`src/rtl/io_responder_pkg.sv`:
```
// Shared widths, TX serialiser state type and byte-lane helper for the I/O responder.
package io_pkg;
    localparam int IO_WORD_W         = 32;
    localparam int IO_BYTE_W         = 8;
    localparam int IO_BYTES_PER_WORD = 4;
    localparam int IO_LANE_W         = $clog2(IO_BYTES_PER_WORD);

    typedef enum logic {
        TX_IDLE = 1'b0,
        TX_SEND = 1'b1
    } io_tx_state_t;

    // Little-endian byte lane select: lane 0 is bits [7:0].
    function automatic logic [IO_BYTE_W-1:0] word_lane(
        input logic [IO_WORD_W-1:0] word,
        input logic [IO_LANE_W-1:0] lane
    );
        logic [IO_BYTE_W-1:0] result;
        case (lane)
            2'd0:    result = word[7:0];
            2'd1:    result = word[15:8];
            2'd2:    result = word[23:16];
            2'd3:    result = word[31:24];
            default: result = {IO_BYTE_W{1'b0}};
        endcase
        return result;
    endfunction
endpackage

```
`src/rtl/io_responder_if.sv`:
```
// Core-side word handshake and UART-side byte signals of io_responder.
// With IO_STATS_EN defined the bundle also carries tx_word_count / rx_word_count.
interface io_responder_if;
    import io_pkg::*;

    logic                 out_issued;
    logic [IO_WORD_W-1:0] out_data;
    logic                 out_stall;
    logic                 in_issued;
    logic [IO_WORD_W-1:0] in_data;
    logic                 in_stall;
    logic [IO_BYTE_W-1:0] tx_byte;
    logic                 tx_byte_valid;
    logic                 tx_byte_ready;
    logic [IO_BYTE_W-1:0] rx_byte;
    logic                 rx_byte_valid;
    logic                 rx_overrun;
`ifdef IO_STATS_EN
    logic [31:0]          tx_word_count;
    logic [31:0]          rx_word_count;
`endif

    modport slave (
        input  out_issued, out_data, in_issued, tx_byte_ready, rx_byte, rx_byte_valid,
        output out_stall, in_data, in_stall, tx_byte, tx_byte_valid, rx_overrun
`ifdef IO_STATS_EN
        , output tx_word_count, rx_word_count
`endif
    );

    modport master (
        output out_issued, out_data, in_issued, tx_byte_ready, rx_byte, rx_byte_valid,
        input  out_stall, in_data, in_stall, tx_byte, tx_byte_valid, rx_overrun
`ifdef IO_STATS_EN
        , input tx_word_count, rx_word_count
`endif
    );
endinterface

```
`src/rtl/io_responder_fifo.sv`:
```
// Show-ahead word FIFO with wrap-bit pointers; dout reads 0 while empty.
// A push on a full FIFO is accepted only when a pop happens in the same cycle.
module io_fifo #(
    parameter int WIDTH = 32,
    parameter int DEPTH = 16
) (
    input  logic             clk,
    input  logic             rst,
    input  logic             push,
    input  logic             pop,
    input  logic [WIDTH-1:0] din,
    output logic [WIDTH-1:0] dout,
    output logic             full,
    output logic             empty
);
    localparam int AW = $clog2(DEPTH);
    localparam logic [AW:0] PTR_ONE = {{AW{1'b0}}, 1'b1};

    logic [AW:0]      wr_ptr_r;
    logic [AW:0]      rd_ptr_r;
    logic [WIDTH-1:0] mem_r [DEPTH];
    logic             do_push_s;
    logic             do_pop_s;

    // Status flags and qualified push/pop strobes.
    always_comb begin
        empty     = (wr_ptr_r == rd_ptr_r);
        full      = (wr_ptr_r[AW] != rd_ptr_r[AW]) && (wr_ptr_r[AW-1:0] == rd_ptr_r[AW-1:0]);
        do_pop_s  = pop & ~empty;
        do_push_s = push & (~full | do_pop_s);
        if (empty) begin
            dout = {WIDTH{1'b0}};
        end else begin
            dout = mem_r[rd_ptr_r[AW-1:0]];
        end
    end

    // Pointer registers.
    always_ff @(posedge clk) begin
        if (rst) begin
            wr_ptr_r <= {(AW+1){1'b0}};
            rd_ptr_r <= {(AW+1){1'b0}};
        end else begin
            if (do_push_s) begin
                wr_ptr_r <= wr_ptr_r + PTR_ONE;
            end
            if (do_pop_s) begin
                rd_ptr_r <= rd_ptr_r + PTR_ONE;
            end
        end
    end

    // Storage array; contents are don't-care until written.
    always_ff @(posedge clk) begin
        if (do_push_s) begin
            mem_r[wr_ptr_r[AW-1:0]] <= din;
        end
    end
endmodule

```
`src/rtl/io_responder.sv`:
```
// Responder end of the core's word I/O port: TX word FIFO feeding a byte serialiser,
// RX byte assembler feeding a word FIFO. Optional macro IO_STATS_EN adds word counters.
module io_responder
    import io_pkg::*;
#(
    parameter int TX_DEPTH = 16,
    parameter int RX_DEPTH = 16
) (
    input logic           clk,
    input logic           rst,
    io_responder_if.slave io
);
    localparam logic [IO_LANE_W-1:0] LANE_ZERO = {IO_LANE_W{1'b0}};
    localparam logic [IO_LANE_W-1:0] LANE_ONE  = IO_LANE_W'(1);
    localparam logic [IO_LANE_W-1:0] LANE_LAST = IO_LANE_W'(IO_BYTES_PER_WORD - 1);

    logic                 tx_push_s;
    logic                 tx_pop_s;
    logic                 tx_full_s;
    logic                 tx_empty_s;
    logic [IO_WORD_W-1:0] tx_dout_s;

    io_tx_state_t         tx_state_r;
    io_tx_state_t         tx_state_s;
    logic [IO_WORD_W-1:0] tx_hold_r;
    logic [IO_WORD_W-1:0] tx_hold_s;
    logic [IO_LANE_W-1:0] tx_idx_r;
    logic [IO_LANE_W-1:0] tx_idx_s;
    logic [IO_BYTE_W-1:0] tx_byte_r;
    logic [IO_BYTE_W-1:0] tx_byte_s;
    logic                 tx_valid_r;
    logic                 tx_valid_s;

    logic [IO_LANE_W-1:0]           rx_idx_r;
    logic [IO_WORD_W-IO_BYTE_W-1:0] rx_asm_r;
    logic [IO_WORD_W-1:0]           rx_word_s;
    logic [IO_WORD_W-1:0]           rx_dout_s;
    logic                           rx_last_s;
    logic                           rx_push_s;
    logic                           rx_pop_s;
    logic                           rx_drop_s;
    logic                           rx_full_s;
    logic                           rx_empty_s;
    logic                           rx_overrun_r;

    // Core-facing handshakes; out_stall deliberately ignores a same-cycle TX pop.
    always_comb begin
        tx_push_s = io.out_issued & ~tx_full_s;
        rx_pop_s  = io.in_issued & ~rx_empty_s;
    end

    assign io.out_stall     = io.out_issued & tx_full_s;
    assign io.in_stall      = io.in_issued & rx_empty_s;
    assign io.in_data       = rx_dout_s;
    assign io.tx_byte       = tx_byte_r;
    assign io.tx_byte_valid = tx_valid_r;
    assign io.rx_overrun    = rx_overrun_r;

    io_fifo #(
        .WIDTH (IO_WORD_W),
        .DEPTH (TX_DEPTH)
    ) u_tx_fifo (
        .clk   (clk),
        .rst   (rst),
        .push  (tx_push_s),
        .pop   (tx_pop_s),
        .din   (io.out_data),
        .dout  (tx_dout_s),
        .full  (tx_full_s),
        .empty (tx_empty_s)
    );

    // Serialiser next state; the output byte is precomputed so tx_byte is a plain register.
    always_comb begin
        tx_state_s = tx_state_r;
        tx_hold_s  = tx_hold_r;
        tx_idx_s   = tx_idx_r;
        tx_pop_s   = 1'b0;
        tx_byte_s  = {IO_BYTE_W{1'b0}};
        tx_valid_s = 1'b0;
        case (tx_state_r)
            TX_IDLE: begin
                if (!tx_empty_s) begin
                    tx_pop_s   = 1'b1;
                    tx_hold_s  = tx_dout_s;
                    tx_idx_s   = LANE_ZERO;
                    tx_state_s = TX_SEND;
                end else begin
                    tx_state_s = TX_IDLE;
                end
            end
            TX_SEND: begin
                if (io.tx_byte_ready) begin
                    if (tx_idx_r == LANE_LAST) begin
                        tx_idx_s = LANE_ZERO;
                        if (!tx_empty_s) begin
                            // Chain straight into the next word without an idle bubble.
                            tx_pop_s   = 1'b1;
                            tx_hold_s  = tx_dout_s;
                            tx_state_s = TX_SEND;
                        end else begin
                            tx_state_s = TX_IDLE;
                        end
                    end else begin
                        tx_idx_s = tx_idx_r + LANE_ONE;
                    end
                end else begin
                    tx_state_s = TX_SEND;
                end
            end
            default: begin
                tx_state_s = TX_IDLE;
                tx_idx_s   = LANE_ZERO;
            end
        endcase
        if (tx_state_s == TX_SEND) begin
            tx_valid_s = 1'b1;
            tx_byte_s  = word_lane(tx_hold_s, tx_idx_s);
        end else begin
            tx_valid_s = 1'b0;
            tx_byte_s  = {IO_BYTE_W{1'b0}};
        end
    end

    // Serialiser state and registered byte outputs.
    always_ff @(posedge clk) begin
        if (rst) begin
            tx_state_r <= TX_IDLE;
            tx_hold_r  <= {IO_WORD_W{1'b0}};
            tx_idx_r   <= LANE_ZERO;
            tx_byte_r  <= {IO_BYTE_W{1'b0}};
            tx_valid_r <= 1'b0;
        end else begin
            tx_state_r <= tx_state_s;
            tx_hold_r  <= tx_hold_s;
            tx_idx_r   <= tx_idx_s;
            tx_byte_r  <= tx_byte_s;
            tx_valid_r <= tx_valid_s;
        end
    end

    // Word completion; a full RX FIFO drops the word unless it is popped this cycle.
    always_comb begin
        rx_word_s = {io.rx_byte, rx_asm_r};
        rx_last_s = io.rx_byte_valid & (rx_idx_r == LANE_LAST);
        rx_push_s = rx_last_s & (~rx_full_s | rx_pop_s);
        rx_drop_s = rx_last_s & rx_full_s & ~rx_pop_s;
    end

    // Byte assembly into lanes 0..2; lane 3 goes straight to the FIFO.
    always_ff @(posedge clk) begin
        if (rst) begin
            rx_idx_r <= LANE_ZERO;
            rx_asm_r <= {(IO_WORD_W-IO_BYTE_W){1'b0}};
        end else if (io.rx_byte_valid) begin
            case (rx_idx_r)
                2'd0:    rx_asm_r[7:0]   <= io.rx_byte;
                2'd1:    rx_asm_r[15:8]  <= io.rx_byte;
                2'd2:    rx_asm_r[23:16] <= io.rx_byte;
                default: rx_asm_r        <= rx_asm_r;
            endcase
            rx_idx_r <= rx_idx_r + LANE_ONE;
        end
    end

    // Sticky overrun flag.
    always_ff @(posedge clk) begin
        if (rst) begin
            rx_overrun_r <= 1'b0;
        end else if (rx_drop_s) begin
            rx_overrun_r <= 1'b1;
        end
    end

    io_fifo #(
        .WIDTH (IO_WORD_W),
        .DEPTH (RX_DEPTH)
    ) u_rx_fifo (
        .clk   (clk),
        .rst   (rst),
        .push  (rx_push_s),
        .pop   (rx_pop_s),
        .din   (rx_word_s),
        .dout  (rx_dout_s),
        .full  (rx_full_s),
        .empty (rx_empty_s)
    );

`ifdef IO_STATS_EN
    logic [31:0] tx_word_count_r;
    logic [31:0] rx_word_count_r;

    // Word counters; dropped RX words are not counted.
    always_ff @(posedge clk) begin
        if (rst) begin
            tx_word_count_r <= 32'd0;
            rx_word_count_r <= 32'd0;
        end else begin
            if (tx_push_s) begin
                tx_word_count_r <= tx_word_count_r + 32'd1;
            end
            if (rx_push_s) begin
                rx_word_count_r <= rx_word_count_r + 32'd1;
            end
        end
    end

    assign io.tx_word_count = tx_word_count_r;
    assign io.rx_word_count = rx_word_count_r;
`endif
endmodule
```
`src/flat_wrapper.sv`:
```
// flat-port wrapper written by rule: the top's interface ports become plain ports
module io_responder_flat import io_pkg::*;
#(
    parameter int TX_DEPTH = 16,
    parameter int RX_DEPTH = 16
)
  (clk, rst, io_out_issued, io_out_data, io_in_issued, io_tx_byte_ready, io_rx_byte, io_rx_byte_valid, io_out_stall, io_in_data, io_in_stall, io_tx_byte, io_tx_byte_valid, io_rx_overrun);
  io_responder_if io_i ();
  input logic clk;
  input logic rst;
  input wire logic [$bits(io_i.out_issued)-1:0] io_out_issued;
  input wire logic [$bits(io_i.out_data)-1:0] io_out_data;
  input wire logic [$bits(io_i.in_issued)-1:0] io_in_issued;
  input wire logic [$bits(io_i.tx_byte_ready)-1:0] io_tx_byte_ready;
  input wire logic [$bits(io_i.rx_byte)-1:0] io_rx_byte;
  input wire logic [$bits(io_i.rx_byte_valid)-1:0] io_rx_byte_valid;
  output wire logic [$bits(io_i.out_stall)-1:0] io_out_stall;
  output wire logic [$bits(io_i.in_data)-1:0] io_in_data;
  output wire logic [$bits(io_i.in_stall)-1:0] io_in_stall;
  output wire logic [$bits(io_i.tx_byte)-1:0] io_tx_byte;
  output wire logic [$bits(io_i.tx_byte_valid)-1:0] io_tx_byte_valid;
  output wire logic [$bits(io_i.rx_overrun)-1:0] io_rx_overrun;
  assign io_i.out_issued = io_out_issued;
  assign io_i.out_data = io_out_data;
  assign io_i.in_issued = io_in_issued;
  assign io_i.tx_byte_ready = io_tx_byte_ready;
  assign io_i.rx_byte = io_rx_byte;
  assign io_i.rx_byte_valid = io_rx_byte_valid;
  assign io_out_stall = io_i.out_stall;
  assign io_in_data = io_i.in_data;
  assign io_in_stall = io_i.in_stall;
  assign io_tx_byte = io_i.tx_byte;
  assign io_tx_byte_valid = io_i.tx_byte_valid;
  assign io_rx_overrun = io_i.rx_overrun;
  io_responder #(.TX_DEPTH(TX_DEPTH), .RX_DEPTH(RX_DEPTH)) u_core (.clk(clk), .rst(rst), .io(io_i));
endmodule
```
`config.mk`:
```
export PLATFORM = sky130hd
export DESIGN_NAME = io_responder_flat
export DESIGN_NICKNAME = d
export VERILOG_FILES = /design/src/rtl/io_responder_pkg.sv /design/src/rtl/io_responder_if.sv /design/src/rtl/io_responder_fifo.sv /design/src/rtl/io_responder.sv /design/src/flat_wrapper.sv
export SDC_FILE = /design/constraint.sdc
export NUM_CORES = 1
export LEC_CHECK = 0
export CORE_MARGIN = 8
export CORE_UTILIZATION = 25
export CTS_CLUSTER_SIZE = 28
export DETAILED_ROUTE_END_ITERATION = 12
export GPL_TIMING_DRIVEN = 1
export SLEW_MARGIN = 30
export SYNTH_ARGS = -nofsm -noshare
export SYNTH_HDL_FRONTEND = slang
export SYNTH_SLANG_ARGS = --single-unit
```
`constraint.sdc`:
```
create_clock -name clk -period 3.6 [get_ports clk]
set_input_delay 0.36 -clock clk [delete_from_list [all_inputs] [get_ports clk]]
set_output_delay 0.36 -clock clk [all_outputs]
set_load 0.05 [all_outputs]
```
; Word level (Yosys, flattened, before mapping)
; Memory sizes are Yosys's and may differ from the RTL's. A register that Yosys moved wholly into a read port is not among the register bits.
; Index checks and enable logic that the tools add are counted.
[classes]
add_sub_neg = 6
eq_ne = 13
mux = 26
bitwise_logic = 22
n_reduce_logical = 8
[op_table]
columns = operator, count
row1 = two-way mux 32 bit, 4
row2 = one-hot mux 32 bit (2 select lines), 1
row3 = one-hot mux 8 bit (4 select lines), 1
row4 = adder 5 x 1 -> 5 bit (second input constant), 4
row5 = two-way mux 4 bit, 4
row6 = AND 1 bit, 12
row7 = equality test 2 bit (second input constant), 5
row8 = equality test 5 bit, 2
row9 = two-way mux 1 bit, 10
row10 = equality test 4 bit, 2
row11 = NOT 1 bit, 7
row12 = two-way mux 2 bit, 3
row13 = AND reduction 2 bit, 3
row14 = adder 2 x 1 -> 2 bit (second input constant), 2
row15 = equality test 2 x 1 -> 1 bit (second input constant), 2
row16 = zero test 2 bit, 2
row17 = one-hot mux 1 bit (2 select lines), 2
row18 = one-hot mux 2 bit (2 select lines), 1
row19 = bitwise OR 1 bit, 3
row20 = logical AND 1 bit, 2
row21 = != test 1 bit, 2
row22 = OR reduction 2 bit, 1
[word_totals]
reg_bits = 91
ramBits = 1024
elab_cells = 91
mem_count = 2
[memory_table]
columns = name, depth, width, read_ports, rd_ports_with_merged_regs, write_ports, line_no
row1 = u_core.u_rx_fifo.mem_r, 16, 32, 1, 1, 1, io_responder_fifo.sv:21  ; logic [WIDTH-1:0] mem_r [DEPTH];
row2 = u_core.u_tx_fifo.mem_r, 16, 32, 1, 1, 1, io_responder_fifo.sv:21

; Depth between registers and ports, before layout
[depth]
word_depth = 10
ltp_mapped = 9
ltp_nobuf = 7

; Cells and area by module
; Synthesis repeated with hierarchy kept, for this count alone.
[unflattened]
cells_unflattened = 2188
hier_area_um2 = 43237.7
[by_module_without_submodules]
columns = module, n_inst, cells_each, area_each_um2
row1 = io_fifo (u_core.u_tx_fifo), 1, 873, 19867.8
row2 = io_fifo (u_core.u_rx_fifo), 1, 870, 19855.3
row3 = io_responder, 1, 445, 3514.6

; Worst setup path before layout
; No wires, ideal clock.
[synth_path]
path_kind = flip-flop to flip-flop
start = register u_core.u_tx_fifo.wr_ptr_r[2]
end = memory u_core.u_tx_fifo.mem_r[1][0] (enable)
setup_time_ns = 0.461
t_arrival_ns = 3.367
required_time_ns = 3.139
slack_ns = -0.228
stages_incl_launch_ff = 7
n_path_buf = 1
synth_period_minus_slack_ns = 3.828
path_cell_list = dfxtp_1 -> buf_2 -> xnor2_1 -> and4_4 -> a21boi_4 -> nand2_1 -> nor3_1
[synth_between]
elab_chain_len = 10
elab_cells_between_ends = 15
cone_classes = eq/ne (2) / mux (6) / bitwise (6) / reduce/logical (1)
[synth_rtl]
columns = item, line_no
row1 = from (decl), io_responder_fifo.sv:19  ; logic [AW:0] wr_ptr_r;
row2 = from (signal assigned), io_responder_fifo.sv:41  ; wr_ptr_r <= {(AW+1){1'b0}};
row3 = from (signal assigned), io_responder_fifo.sv:45  ; wr_ptr_r <= wr_ptr_r + PTR_ONE;
row4 = equality test 5 bit, io_responder_fifo.sv:27  ; empty = (wr_ptr_r == rd_ptr_r);
row5 = two-way mux 1 bit, "io_responder.sv:83, io_responder.sv:96"
row6 = two-way mux 1 bit, io_responder.sv:94  ; if (tx_idx_r == LANE_LAST) begin
row7 = two-way mux 1 bit, io_responder.sv:93  ; if (io.tx_byte_ready) begin
row8 = one-hot mux 1 bit (2 select lines), io_responder.sv:81  ; case (tx_state_r)
row9 = AND 1 bit, io_responder_fifo.sv:29  ; do_pop_s = pop & ~empty;
row10 = bitwise OR 1 bit, io_responder_fifo.sv:30  ; do_push_s = push & (~full | do_pop_s);
row11 = AND 1 bit, io_responder_fifo.sv:30
row12 = two-way mux 1 bit, io_responder_fifo.sv:55  ; if (do_push_s) begin
row13 = two-way mux 1 bit (implied by the code), io_responder_fifo.sv:56  ; mem_r[wr_ptr_r[AW-1:0]] <= din;
row14 = to (decl), io_responder_fifo.sv:21
; Several ways; a longest one is shown, not always the timed one.

; Worst setup path in the final report
[layout_path]
start = register u_core.u_rx_fifo.wr_ptr_r[3]
end = output io_in_data[22]
[layout_between]
elab_chain_len = 2
[layout_rtl]
columns = item, line_no
row1 = from (decl), io_responder_fifo.sv:19
row2 = from (signal assigned), io_responder_fifo.sv:41
row3 = from (signal assigned), io_responder_fifo.sv:45
row4 = equality test 5 bit, io_responder_fifo.sv:27
row5 = two-way mux 32 bit, io_responder_fifo.sv:31  ; if (empty) begin
row6 = to (decl), flat_wrapper.sv:18  ; output wire logic [$bits(io_i.in_data)-1:0] io_in_data;
; Every way passes these cells.

==> flow_metrics.env <==
export IMPL_run_status="finished clean"
export IMPL_cp_max_fo=10
export IMPL_critPathLaunchType="register"
export IMPL_ys_flop_type="edfxtp_1"
export IMPL_cts_clk_slew_worst_paths_ps=60
export IMPL_start_util=0.251
export IMPL_dpl_cell_area_mm2=0.0472
export IMPL_drt_pass1_iter_count=5
export IMPL_clockBufferDepth=3
export IMPL_synth_edf_count=1024
export IMPL_dp_final_hpwl_um=56500
export IMPL_first_global_vias=21100
export IMPL_grt_max_degree=89
export IMPL_die_h_um=430
export IMPL_syn_area_mm2=0.0428
export IMPL_wl_met2_um=51300
export IMPL_drive_above_1_share=0.262
export IMPL_pwr_share_clk=0.375
export IMPL_drt_iter0_drc=1815
export IMPL_worst_setup_path_type="reg2out"
export IMPL_wl_met1_um=42400
export IMPL_antenna_found_initial=20
export IMPL_final_cell_mix="edfxtp_1 (1,024), mux4_2 (272), nand2_1 (108), clkbuf_16 (105), buf_4 (97)"
export IMPL_peakVddDrop_v=0.000416
export IMPL_min_to="u_core.tx_idx_r[1]"
export IMPL_h_tree_depth=3
export IMPL_io_buffers=89
export IMPL_synth_area_per_cell_um2=20.6
export IMPL_io_pins=90
export IMPL_reg2reg_depth=6
export IMPL_clk_latency_ps=730
export IMPL_grt_pass1_wl_um=147000
export IMPL_finalHoldViolCount=0
export IMPL_synth_top_area_cell="edfxtp_1"
export IMPL_total_power_mw=29.7
export IMPL_synth_area_leaders="edfxtp_1 (72%), mux4_2 (14%), dfxtp_1 (4.6%)"
export IMPL_powerDensity_mw_per_mm2=585
export IMPL_synth_net_count=2135
export IMPL_final_common_cell="edfxtp_1"
export IMPL_skew_ps=61.9
export IMPL_hp_start="rst"
export IMPL_p_sw_mw=7.17
export IMPL_netSwitchingFraction=0.241
export IMPL_ys_ff_latch=1122
export IMPL_maxCapViolations=0
export IMPL_postRouteAntennaNets=0
export IMPL_synth_top_area_frac=0.718
export IMPL_drcViolationCount=0
export IMPL_finalSetupViolations=0
export IMPL_intPower_mw=22.6
export IMPL_p_comb_frac=0.130
export IMPL_rsz0062_at_grt="false"
export IMPL_leakagePower_nw=15.3
export IMPL_routedWlPerCell_um=22.0
export IMPL_p_seq_frac=0.495
export IMPL_yosysWarnings=0
export IMPL_highest_layer="met5"
export IMPL_area_delta_synth_final_pct=18.8
export IMPL_final_period_utilization=0.956
export IMPL_wl_met3_um=4820
export IMPL_grt_overflow_total=0
export IMPL_syn_inst=2074
export IMPL_root_buffer="clkbuf_16"
export IMPL_place_congestion=0.731
export IMPL_min_path_type="in2reg"
export IMPL_reg2reg_from="u_core.u_tx_fifo.wr_ptr_r[2]"
export IMPL_die_x_um=430
export IMPL_ys_seq_area_frac=0.764
export IMPL_worstPathRequired_ps=3240
export IMPL_viasPerCell=4.47
export IMPL_numCtsBuffers=105
export IMPL_nets=2313
export IMPL_worst_slew_pin_transition_ps=955
export IMPL_floorplan_core_area_mm2=0.171
export IMPL_r2r_end="u_core.u_tx_fifo.mem_r[9][3]"
export IMPL_maxSlewHeadroom=0.362
export IMPL_hold_depth=3
export IMPL_cts_tree="built"
export IMPL_arrival_ps=3080
export IMPL_rrSetupSlack_ps=850
export IMPL_max_freq_mhz=290
export IMPL_vias=20500
export IMPL_synth_cell_types=44
export IMPL_async_flop_share=0
export IMPL_slew_viol_final=0
export IMPL_die_area_mm2=0.185
export IMPL_num_rows=152
export IMPL_design_area_mm2=0.0509
export IMPL_setup_worst_path_end_class="output pin"
export IMPL_clock_sinks=1122
export IMPL_routed_wirelength_um=101000
export IMPL_grt_util_all_layers=0.106
export IMPL_timing_final_crit_period_ps=3440
## critical path, cell delays in order, from the launching register on
cell	delay [ps]
dfxtp_2	530
xnor2_1	160
nand4_1	250
nor2_4	420
a211oi_1	110
buf_4	200
clkdlybuf4s50_1	700
## sequential cells by signal (all words and copies together) (netlist names), 5 cells and up, named ones only
register,count
u_core.io.tx_byte,8
u_core.rx_asm_r,24
u_core.tx_hold_r,32
u_core.u_rx_fifo.mem_r,512
u_core.u_rx_fifo.rd_ptr_r,5
u_core.u_rx_fifo.wr_ptr_r,5
u_core.u_tx_fifo.mem_r,512
u_core.u_tx_fifo.rd_ptr_r,5
u_core.u_tx_fifo.wr_ptr_r,5
## synthesized netlist by cell type, types with 2 or more instances
master and count:
mux4_2 272, a21oi_1 62, nor2_1 71, clkbuf_1 63, a22oi_1 32, a21o_1 8
xor2_1 7, ha_1 15, nor2b_1 34, o21ai_1 2, a211oi_1 64, xnor2_1 18
inv_1 9, buf_4 12, nand2b_1 12, nand4_1 5, a31oi_1 9, buf_6 3
nand2_1 108, and2_1 2, edfxtp_1 1024, nand3_1 33, dfxtp_1 98, nor3_1 11
buf_1 7, mux2i_1 42, buf_2 34
## per-layer routing
metal	vias up	track usage
li1	8875	-
met1	10900	0.137
met2	553	0.185
met3	173	0.0191
met4	6	0.0228
met5	-	0
## worst max-delay path by stage
stage	start	end	slack (ps)	depth (start not counted)
3_5_place_dp	register	io_in_data[26]	600	7
3_3_place_gp	register	io_in_data[26]	530	7
4_1_cts	register	io_in_data[18]	10	5
5_1_grt	register	io_in_data[16]	20	7
6_report	u_core.u_rx_fifo.wr_ptr_r[3]	io_in_data[22]	160	6
2_1_floorplan	u_core.u_tx_fifo.wr_ptr_r[2]	u_core.u_tx_fifo.mem_r[1][0]	-230	6
## kinds of logic after synthesis
group,Yosys count,synth area share
adder cells (fa/ha/maj),15,0.00438
multiplexers,316,0.153
flip-flops,1122,0.764
AO/OA/AOI/OAI,183,0.0286
XOR/XNOR,26,0.00550
AND/OR/NAND/NOR,284,0.0300
buffers and inverters,128,0.0138
## layout make-up
| type | instances | area, µm² |
|---|---|---|
| Antenna cell | 2 | 5.00 |
| Sequential cell | 1122 | 32700 |
| Clock buffer | 152 | 2930 |
| Clock inverter | 48 | 561 |
| Inverter | 9 | 33.8 |
| Tap cell | 2233 | 2790 |
| Fill cell | 16500 | 120000 |
| Multi-Input combinational cell | 824 | 9770 |
| Timing Repair Buffer | 190 | 2030 |
## per-stage QoR
step | setup slack [ps] | TNS [ps] | instances | hold WS [ps] | utilization
after floorplan | -228 | -29130 | 2074 | 437 | -
after global placement | 534 | 0 | 4370 | 442 | 0.276
after detailed placement | 602 | 0 | 4370 | 448 | 0.276
after CTS | 14.6 | 0 | 4576 | 429 | 0.297
after global routing | 20.5 | 0 | 4578 | 431 | 0.298
final | 157 | 0 | 4580 | 449 | 0.298
## power groups by stage
stage	Sequential [mW]	Combinational [mW]	Clock (mW)
finish	14.7	3.87	11.2
floorplan	15.0	2.66	0
global placement	15.0	3.91	0
CTS	14.7	3.96	11.4
detailed placement	15.0	3.95	0
global route	14.8	4.17	11.9
## what timing repair did
item	in CTS	in global routing
hold endpoints to repair	2	0
gates resized for setup	8	1
setup buffers	5	1
setup endpoints to repair	20	2
hold buffers	1	0
(Power assumes the default switching activity.)
